**src/rtl/led_mux_pdm_array_pkg.sv**
```systemverilog
// Shared definitions for the multiplexed RGB LED array driver: colour indices,
// sequencer state encoding and the default column/anode wiring of the 11-LED badge.
package led_mux_pdm_array_pkg;

    localparam logic [1:0] COL_R = 2'd0;
    localparam logic [1:0] COL_G = 2'd1;
    localparam logic [1:0] COL_B = 2'd2;

    localparam int BADGE_NLED   = 11;
    localparam int BADGE_NCOLOR = 3;

    typedef enum logic {
        ST_ON    = 1'b0,
        ST_BLANK = 1'b1
    } led_state_t;

    // Field [(i*3+p)*2 +: 2] names the logical colour LED i shows while anode p is lit.
    function automatic logic [BADGE_NLED*BADGE_NCOLOR*2-1:0] badge_cmap_f();
        logic [BADGE_NLED*BADGE_NCOLOR*2-1:0] m;
        m = '0;
        for (int i = 0; i < BADGE_NLED; i++) begin
            case (i)
                1, 3, 5, 6: begin
                    m[(i*BADGE_NCOLOR+0)*2 +: 2] = COL_B;
                    m[(i*BADGE_NCOLOR+1)*2 +: 2] = COL_G;
                    m[(i*BADGE_NCOLOR+2)*2 +: 2] = COL_R;
                end
                7, 8: begin
                    m[(i*BADGE_NCOLOR+0)*2 +: 2] = COL_G;
                    m[(i*BADGE_NCOLOR+1)*2 +: 2] = COL_R;
                    m[(i*BADGE_NCOLOR+2)*2 +: 2] = COL_B;
                end
                default: begin
                    m[(i*BADGE_NCOLOR+0)*2 +: 2] = COL_R;
                    m[(i*BADGE_NCOLOR+1)*2 +: 2] = COL_G;
                    m[(i*BADGE_NCOLOR+2)*2 +: 2] = COL_B;
                end
            endcase
        end
        return m;
    endfunction

    localparam logic [BADGE_NLED*BADGE_NCOLOR*2-1:0] BADGE_CMAP = badge_cmap_f();

endpackage

```
**src/rtl/led_mux_pdm_array_if.sv**
```systemverilog
// Host-side level write / commit bus of the LED array driver.
interface led_mux_pdm_array_if #(
    parameter int NLED = 11,
    parameter int LW   = 16
);
    localparam int AW = (NLED > 1) ? $clog2(NLED) : 1;

    logic          wr_en;
    logic [AW-1:0] wr_led;
    logic [1:0]    wr_col;
    logic [LW-1:0] wr_data;
    logic          commit;
    logic          commit_pend;

    modport master (
        output wr_en, wr_led, wr_col, wr_data, commit,
        input  commit_pend
    );

    modport slave (
        input  wr_en, wr_led, wr_col, wr_data, commit,
        output commit_pend
    );
endinterface

```
**src/rtl/led_mux_pdm_array_pdm_acc.sv**
```systemverilog
// First-order PDM accumulator: the carry out of acc+level fires exactly level
// times per 2^LW enabled cycles; the accumulator holds while disabled.
module pdm_acc #(
    parameter int LW = 16
) (
    input  logic          clk,
    input  logic          rst,
    input  logic          en,
    input  logic [LW-1:0] level,
    output logic          carry
);
    logic [LW-1:0] acc_r;
    logic [LW:0]   sum_s;

    // Next accumulator value with its carry bit
    always_comb begin
        sum_s = {1'b0, acc_r} + {1'b0, level};
    end

    assign carry = en & sum_s[LW];

    // Accumulate only on enabled cycles
    always_ff @(posedge clk) begin
        if (rst) begin
            acc_r <= '0;
        end else if (en) begin
            acc_r <= sum_s[LW-1:0];
        end else begin
            acc_r <= acc_r;
        end
    end
endmodule

```
**src/rtl/led_mux_pdm_array.sv**
```systemverilog
// Multiplexed NLED x NCOLOR RGB LED array driver: anode sequencer with blanking gaps,
// double-buffered per-LED/per-colour levels and one PDM accumulator per pixel colour.
module led_mux_pdm_array
    import led_mux_pdm_array_pkg::*;
#(
    parameter int NLED   = 11,
    parameter int NCOLOR = 3,
    parameter int LW     = 16,
    parameter int DWELL  = 2048,
    parameter int BLANK  = 16,
    parameter logic [NLED*NCOLOR*2-1:0] CMAP = BADGE_CMAP
) (
    input  logic                    clk,
    input  logic                    rst,
    led_mux_pdm_array_if.slave      host,
    output logic                    frame_start,
    output logic [NLED-1:0]         ledc,
    output logic [NCOLOR-1:0]       leda
);
    localparam int TMAX = (DWELL > BLANK) ? DWELL : BLANK;
    localparam int TW   = $clog2(TMAX + 1);
    localparam logic [1:0]    LAST_PHASE = 2'(NCOLOR - 1);
    localparam logic [TW-1:0] DWELL_END  = TW'(DWELL - 1);
    localparam logic [TW-1:0] BLANK_END  = TW'((BLANK > 0) ? BLANK - 1 : 0);

    led_state_t     state_r;
    logic [1:0]     phase_r;
    logic [TW-1:0]  timer_r;
    logic [1:0]     next_phase_s;
    logic           boundary_s;
    logic           on_s;
    logic           wr_ok_s;
    logic           commit_pend_r;
    logic [NLED-1:0] lit_s;
    logic [LW-1:0]  shadow_r [NLED][NCOLOR];
    logic [LW-1:0]  active_r [NLED][NCOLOR];

    assign on_s             = (state_r == ST_ON);
    assign host.commit_pend = commit_pend_r;

    // Phase successor and the edge that enters phase-0 ON (frame boundary)
    always_comb begin
        next_phase_s = (phase_r == LAST_PHASE) ? 2'd0 : phase_r + 2'd1;
        if (phase_r != LAST_PHASE) begin
            boundary_s = 1'b0;
        end else if (BLANK > 0) begin
            boundary_s = (state_r == ST_BLANK) && (timer_r == BLANK_END);
        end else begin
            boundary_s = (state_r == ST_ON) && (timer_r == DWELL_END);
        end
    end

    // Out-of-range LED or colour 3 writes are dropped
    always_comb begin
        wr_ok_s = host.wr_en && (int'(host.wr_led) < NLED) && (int'(host.wr_col) < NCOLOR);
    end

    for (genvar gi = 0; gi < NLED; gi++) begin : g_led
        logic [1:0]        col_s;
        logic [NCOLOR-1:0] carry_s;

        // Logical colour this LED shows under the current anode
        always_comb begin
            case (phase_r)
                2'd0:    col_s = CMAP[(gi*NCOLOR+0)*2 +: 2];
                2'd1:    col_s = CMAP[(gi*NCOLOR+1)*2 +: 2];
                2'd2:    col_s = CMAP[(gi*NCOLOR+2)*2 +: 2];
                default: col_s = 2'd3;
            endcase
        end

        for (genvar gc = 0; gc < NCOLOR; gc++) begin : g_col
            pdm_acc #(.LW(LW)) u_acc (
                .clk   (clk),
                .rst   (rst),
                .en    (on_s && (col_s == 2'(gc))),
                .level (active_r[gi][gc]),
                .carry (carry_s[gc])
            );
        end

        assign lit_s[gi] = |carry_s;
    end

    // Anode sequencer with registered column/anode/frame outputs
    always_ff @(posedge clk) begin
        if (rst) begin
            state_r     <= ST_ON;
            phase_r     <= 2'd0;
            timer_r     <= '0;
            ledc        <= '0;
            leda        <= '0;
            frame_start <= 1'b0;
        end else begin
            frame_start <= on_s && (phase_r == 2'd0) && (timer_r == '0);
            case (state_r)
                ST_ON: begin
                    ledc <= lit_s;
                    leda <= {{(NCOLOR-1){1'b0}}, 1'b1} << phase_r;
                    if (timer_r == DWELL_END) begin
                        timer_r <= '0;
                        if (BLANK > 0) begin
                            state_r <= ST_BLANK;
                        end else begin
                            phase_r <= next_phase_s;
                        end
                    end else begin
                        timer_r <= timer_r + TW'(1);
                    end
                end
                ST_BLANK: begin
                    ledc <= '0;
                    leda <= '0;
                    if (timer_r == BLANK_END) begin
                        timer_r <= '0;
                        state_r <= ST_ON;
                        phase_r <= next_phase_s;
                    end else begin
                        timer_r <= timer_r + TW'(1);
                    end
                end
                default: begin
                    state_r <= ST_ON;
                    phase_r <= 2'd0;
                    timer_r <= '0;
                    ledc    <= '0;
                    leda    <= '0;
                end
            endcase
        end
    end

    // Level banks: shadow takes host writes, active is reloaded only at a frame boundary
    always_ff @(posedge clk) begin
        if (rst) begin
            for (int i = 0; i < NLED; i++) begin
                for (int c = 0; c < NCOLOR; c++) begin
                    shadow_r[i][c] <= '0;
                    active_r[i][c] <= '0;
                end
            end
            commit_pend_r <= 1'b0;
        end else begin
            if (wr_ok_s) begin
                shadow_r[host.wr_led][host.wr_col] <= host.wr_data;
            end
            if (boundary_s && commit_pend_r) begin
                active_r      <= shadow_r;
                commit_pend_r <= 1'b0;
            end else if (host.commit) begin
                commit_pend_r <= 1'b1;
            end else begin
                commit_pend_r <= commit_pend_r;
            end
        end
    end
endmodule

```
**src/flat_wrapper.sv**
```systemverilog
// flat-port wrapper written by rule: the top's interface ports become plain ports
module led_mux_pdm_array_flat import led_mux_pdm_array_pkg::*;
#(
    parameter int NLED   = 11,
    parameter int NCOLOR = 3,
    parameter int LW     = 16,
    parameter int DWELL  = 2048,
    parameter int BLANK  = 16,
    parameter logic [NLED*NCOLOR*2-1:0] CMAP = BADGE_CMAP
)
  (clk, rst, frame_start, ledc, leda, host_wr_en, host_wr_led, host_wr_col, host_wr_data, host_commit, host_commit_pend);
  led_mux_pdm_array_if #(.NLED(NLED), .LW(LW)) host_i ();
  input  logic clk;
  input  logic rst;
  output logic frame_start;
  output logic [NLED-1:0] ledc;
  output logic [NCOLOR-1:0] leda;
  input wire logic [$bits(host_i.wr_en)-1:0] host_wr_en;
  input wire logic [$bits(host_i.wr_led)-1:0] host_wr_led;
  input wire logic [$bits(host_i.wr_col)-1:0] host_wr_col;
  input wire logic [$bits(host_i.wr_data)-1:0] host_wr_data;
  input wire logic [$bits(host_i.commit)-1:0] host_commit;
  output wire logic [$bits(host_i.commit_pend)-1:0] host_commit_pend;
  assign host_i.wr_en = host_wr_en;
  assign host_i.wr_led = host_wr_led;
  assign host_i.wr_col = host_wr_col;
  assign host_i.wr_data = host_wr_data;
  assign host_i.commit = host_commit;
  assign host_commit_pend = host_i.commit_pend;
  led_mux_pdm_array #(.NLED(NLED), .NCOLOR(NCOLOR), .LW(LW), .DWELL(DWELL), .BLANK(BLANK), .CMAP(CMAP)) u_core (.clk(clk), .rst(rst), .host(host_i), .frame_start(frame_start), .ledc(ledc), .leda(leda));
endmodule
```
**config.mk**
```make
export PLATFORM = sky130hd
export DESIGN_NAME = led_mux_pdm_array_flat
export DESIGN_NICKNAME = d
export VERILOG_FILES = /design/src/rtl/led_mux_pdm_array_pkg.sv /design/src/rtl/led_mux_pdm_array_if.sv /design/src/rtl/led_mux_pdm_array_pdm_acc.sv /design/src/rtl/led_mux_pdm_array.sv /design/src/flat_wrapper.sv
export SDC_FILE = /design/constraint.sdc
export NUM_CORES = 2
export LEC_CHECK = 0
export CAP_MARGIN = 10
export CORE_ASPECT_RATIO = 1.4
export CORE_MARGIN = 2
export CORE_UTILIZATION = 40
export CTS_BUF_LIST = sky130_fd_sc_hd__clkbuf_8
export CTS_CLUSTER_SIZE = 8
export DETAILED_ROUTE_END_ITERATION = 10
export GPL_ROUTABILITY_DRIVEN = 0
export SLEW_MARGIN = 10
export SYNTH_ARGS = -nofsm -noshare
export SYNTH_HDL_FRONTEND = slang
export SYNTH_SLANG_ARGS = --single-unit
```
**constraint.sdc**
```tcl
create_clock -name clk -period 7.6 [get_ports clk]
set_input_delay 0.76 -clock clk [delete_from_list [all_inputs] [get_ports clk]]
set_output_delay 0.76 -clock clk [all_outputs]
set_load 0.02 [all_outputs]
```
### Word level (Yosys, flattened, before mapping)

Index checks and enable logic that the tools add are counted.
Widths: inputs -> output; s select.

| word-level totals | value |
|---|---|
| input port bits | 26 |
| flip-flop bits (word level) | 1615 |
| output and inout port bits | 16 |

| cells by class | value |
|---|---|
| equal/unequal tests | 12 |
| shifts and indexed selects | 1 |
| $add $sub $neg | 35 |
| reduce and logical (&&, ||, !) cells | 35 |
| $lt $le $gt $ge | 6 |
| multiplexer cells | 20 |
| bitwise operators | 36 |

Operator list:

| cell | number |
|---|---|
| $add 16x16->17 | 33 |
| $bwmux 528 | 1 |
| $demux 48 s4 | 1 |
| $mux 48 | 1 |
| $and 1x1->1 | 33 |
| $reduce_or 3->1 | 11 |
| $demux 16 s2 | 1 |
| $mux 12 | 2 |
| $pmux 12 s2 | 1 |
| $pmux 11 s2 | 1 |
| $pmux 2 s3 | 3 |
| $logic_and 1x1->1 | 17 |
| $mux 16 | 1 |
| $add 12x1->12 const B | 1 |
| $eq 12x11->1 const B | 1 |
| $eq 12x4->1 const B | 1 |
| $logic_not 12->1 | 1 |
| $eq 2x1->1 const B | 4 |
| $eq 2x2->1 const B | 4 |
| $logic_not 2->1 | 4 |
| $mux 2 | 3 |
| $pmux 3 s2 | 1 |
| $ge 5x5->1 const B | 1 |
| $lt 5x1->1 const B | 1 |
| other kinds (14) | 17 |

### Logic depth before layout (Yosys ltp)

| logic depth | value |
|---|---|
| depth after elaboration | 8 |
| depth in mapped cells | 11 |

### By module

A second synthesis with hierarchy kept.

| unflattened totals | value |
|---|---|
| cells, all modules | 9942 |
| area, all modules | 81485.7 um^2 |

Modules (own cells, without submodules):

| module | area an instance (um^2) | cells each | instances |
|---|---|---|---|
| led_mux_pdm_array | 37926.4 | 4713 | 1 |
| pdm_acc (u_core.g_led[5].g_col[2].u_acc ...) | 1400.1 | 168 | 11 |
| pdm_acc (u_core.g_led[0].g_col[1].u_acc ...) | 1257.5 | 150 | 10 |
| pdm_acc (u_core.g_led[0].g_col[0].u_acc ...) | 1290.0 | 155 | 9 |
| pdm_acc (u_core.g_led[5].g_col[1].u_acc ...) | 1363.8 | 170 | 2 |
| pdm_acc (u_core.g_led[9].g_col[2].u_acc) | 1246.2 | 146 | 1 |

### Least setup slack after synthesis

OpenSTA, ideal clock, no wires.

| path | value |
|---|---|
| path kind | flip-flop to flip-flop |
| start | register u_core.g_led[4].g_col[0].u_acc.acc_r[0] |
| end | register u_core.g_led[4].g_col[0].u_acc.acc_r[14] |
| setup time | 0.126 ns |
| cell stages (with the launch flop) | 11 |
| arrival | 2.621 ns |
| period minus slack after synthesis | 2.746 ns |
| slack | 4.854 ns |
| cell sequence | dfxtp_1 ha_1 fa_1 a21o_1 a21o_1 a2111oi_4 o31ai_1 or4_1 a31oi_1 xor2_1 o21ai_1 |

| on the way | value |
|---|---|
| cells in the longest elaborated chain, start to end | 1 |

RTL lines:

| item | line | RTL |
|---|---|---|
| start, declared | led_mux_pdm_array_pdm_acc.sv:12 | `logic [LW-1:0] acc_r;` |
| start signal, assigned | led_mux_pdm_array_pdm_acc.sv:27 | `acc_r <= sum_s[LW-1:0];` |
| start signal, assigned | led_mux_pdm_array_pdm_acc.sv:29 | `acc_r <= acc_r;` |
| $add 16x16->17 | led_mux_pdm_array_pdm_acc.sv:17 | `sum_s = {1'b0, acc_r} + {1'b0, level};` |

No other way between the ends.
A chain may end at the register's enable or synchronous reset.

### Worst setup path after layout

| path | value |
|---|---|
| start | register u_core.timer_r[4] |
| end | register u_core.active_r[459] (netlist bit) |

| on the way | value |
|---|---|
| cells in the longest elaborated chain, start to end | 4 |

RTL lines:

| item | line | RTL |
|---|---|---|
| start, declared | led_mux_pdm_array.sv:28 | `logic [TW-1:0] timer_r;` |
| start signal, assigned | led_mux_pdm_array.sv:108 | `timer_r <= timer_r + TW'(1);` |
| start signal, assigned | led_mux_pdm_array.sv:119 | `timer_r <= timer_r + TW'(1);` |
| $eq 12x4->1 | led_mux_pdm_array.sv:47 | `boundary_s = (state_r == ST_BLANK) && (timer_r == BLANK_END);` |
| $logic_and 1x1->1 | led_mux_pdm_array.sv:47 |  |
| $mux 1 | led_mux_pdm_array.sv:44 | `if (phase_r != LAST_PHASE) begin` |
| $logic_and 1x1->1 | led_mux_pdm_array.sv:147 | `if (boundary_s && commit_pend_r) begin` |
| end signal, assigned | led_mux_pdm_array.sv:148 | `active_r <= shadow_r;` |
| end, declared | led_mux_pdm_array.sv:36 | `logic [LW-1:0] active_r [NLED][NCOLOR];` |

No other way between the ends.

==> results.ini <==
[cts]
clk_path_buf_depth=4
cts_tree=built
root_buffer=clkbuf_8
clock_latency_ns=0.95
post_cts_buffers=0
ctsHoldBuffers=0
cts.sinks=1615
clkTransAtPathRegs_ns=0.07
cts_resized=0
htreeDepth=4
cts_buffers=249

[outcome]
outcome=completed

[setup_path]
timing.rr.end=u_core.active_r[459]$_SDFFE_PP0P_
r2r_setup_slack_ns=4.04
critical_path_arrival_ns=4.41
worstPathCellList=or4_1 > nor2_1 > and3_1 > and3_4 > buf_12 > nand2_1 > a21oi_1
cpLargestDelayFamily=simple AND/OR/NAND/NOR gates
crit_type=reg -> reg
rr_startpoint=u_core.timer_r[4]$_SDFF_PP0_
start_kind=register
critPathSlowestCell=and3_4
r2r_cells=7
critPathMaxFanout=191
path_buf_inv=1
critPathCaptureType=register
cpPeakStageDelay_ns=0.81
crit_required_ns=8.46

[timing]
setup_viol=0
timing.fmax_mhz=281
finalMaxSlewViolations=0
slew_headroom_pct=22.0
setup_tns_ns=0
worst_pin_slew_ns=1.17
post-route-period-util_pct=46.8
timing.hold.ws_ns=0.160
finalHoldViolations=0
fin_crit_ns=3.56
skew_ns=0.0498
rsz0062_at_grt=no

[cells_and_area]
syn2layout_area_growth_pct=8.09
multi_input_area_mm2=0.0420
nets=10151
fillers=19145
fin_cells=12194
drive_above_1_share_pct=4.50
register_area_mm2=0.0323

[synth]
synth_xor_area_share_pct=4.53
synth.area.top_cells=dfxtp_1, nand2_1, a21oi_1, ha_1, xnor2_1
synth_top_area_share_pct=41.9
synth-seq-cells=1615
synthMuxAreaShare_pct=0.222
syn-instance-count=9781
yosysMostFrequentCell=nand2_1
synth_compound_area_share_pct=20.6
synth_area_mm2=0.0771
synth_enable_flop_cells=0
synth_top_family_by_area=compound AO/OA/AOI/OAI gates
yosys.area_share.simple_pct=19.5
synth_fa_ha_area_share_pct=9.46
async_reset_ff_share_pct=0
synth_nets=10370
synth_top_area_cell=dfxtp_1
synthFlopType=dfxtp_1
avgSynthCellArea_um2=7.88
yosys_warnings=0
synthTopCellsByCount=nand2_1, a21oi_1, dfxtp_1, ha_1, clkbuf_1
ys_types=87
ys_seq_area_share_pct=41.9

[hold_path]
holdPathEnd=u_core.phase_r[0]$_SDFFE_PP0P_
hold_path.class=in -> reg
hold_depth=2
hold_start=rst

[routing]
drc=0
vias_per_cell=5.36
drt_iter0_drc=3969
first_pass_iters=5
ant_nets=0
wirelength_um=213000
wl_per_cell_um=17.4
vias=65398

[grt]
grt_max_degree=204
grt_first_pass_wirelength_um=337000
grtUsageTotal_pct=21.1
grt_overflow=0
grt_antenna_before_repair=7
grt_pass1_vias=63583

[floorplanning]
start_util_pct=40.3
die_y_um=523
num_io_pins=42
die_w_um=375
dieArea_mm2=0.196
rows=190
core_area_mm2=0.191

[power_and_ir_drop]
power_mw=15.7
leakage_nw=32.3
power_density_mw_per_mm2=188
vdd_drop_max_mv=0.132

[place]
dp_cells=11807
post-dp-hpwl_um=127000
portBuffers=41

[run]
drv_cap=0

[cell type report]
cell class	instances	area share (%)
multi-input combinational	7455	50.4
sequential	1615	38.8
clock buffer	293	4.84
tap	2496	3.75
timing repair buffer	107	1.13
inverter	134	0.604
clock inverter	92	0.484
antenna	2	0.00601
[metal layers]
metal	vias to the layer above	GRT usage, %	routed length [um]	part of all wire [%]
met5	-	0	27	0.013
met4	4	7.24	6640	3.1
met2	1237	38.5	105000	49
met3	386	2.41	8710	4.1
met1	30969	25.5	92200	43
li1	32802	-	-	-
[state kept, by name, summed over array words and instances, names as in the netlist]
| register | count |
|---|---|
| u_core.active_r | 528 |
| u_core.g_led.g_col.u_acc.acc_r | 528 |
| u_core.shadow_r | 528 |
| u_core.timer_r | 12 |
| u_core.ledc | 11 |
| u_core.leda | 3 |
| u_core.phase_r | 2 |
| u_core.frame_start | 1 |
| u_core.host.commit_pend | 1 |
| u_core.state_r | 1 |
[metrics by stage]
stage          setup WS (ns)  cell area [um^2]  util (%)
2_1_floorplan           4.85             77100         -
3_3_place_gp            3.87             78900      41.2
3_5_place_dp            3.78             78900      41.2
4_1_cts                 3.98             83300      43.5
5_1_grt                 3.80             83300      43.5
6_report                4.04             83300      43.5
[worst reg2reg max path, delay by kind of cell, from the launching register on]
| family | cells | cell delay (ns) |
|---|---|---|
| and+or+nand+nor | 5 | 2.18 |
| DFF | 1 | 0.36 |
| AOI/OAI and AO/OA | 1 | 0.16 |
| buffers and inverters | 1 | 0.76 |
[placed cells by master, fill, tap and decap left out, types with 79 or more instances in the layout]
cell type	count
xnor2_1	240
ha_1	530
nand3_1	79
xor2_1	159
a21oi_1	1662
o21ai_0	303
dfxtp_1	1615
a211oi_1	94
inv_1	216
clkbuf_8	293
nor2_1	295
nand2_1	2960
a21o_1	204
[worst max-delay path by stage]
stage,cells after the start,to,slack [ns],from
final,7,u_core.active_r[459]$_SDFFE_PP0P_,4.04,u_core.timer_r[4]$_SDFF_PP0_
after global routing,7,u_core.active_r[389]$_SDFFE_PP0P_,3.80,u_core.timer_r[4]$_SDFF_PP0_
after CTS,7,u_core.active_r[415]$_SDFFE_PP0P_,3.98,u_core.timer_r[4]$_SDFF_PP0_
after detailed placement,9,u_core.shadow_r[395]$_SDFFE_PP0P_,3.78,host_wr_led[2]
after global placement,9,u_core.shadow_r[240]$_SDFFE_PP0P_,3.87,host_wr_led[1]
after floorplan,10,u_core.g_led[4].g_col[0].u_acc.acc_r[14]$_SDFFE_PP0P_,4.85,u_core.g_led[4].g_col[0].u_acc.acc_r[0]$_SDFFE_PP0P_
[report_power, final]
| part | switching [mW] | internal, mW | total, mW | leakage [nW] |
|---|---|---|---|---|
| combinational | 0.353 | 0.0529 | 0.406 | 16.8 |
| sequential | 0.0104 | 8.48 | 8.49 | 13.0 |
| clock | 3.35 | 3.45 | 6.81 | 2.59 |
| total | 3.72 | 12.0 | 15.7 | 32.3 |
[cell families after synthesis]
logic type,after synthesis
adders and majority gates,563
and+or+nand+nor,3717
AOI/OAI and AO/OA,2759
xor gates and xnor gates,399
buffers and inverters,711
DFF,1615
muxes,17
Power figures use the tool's default switching activity.
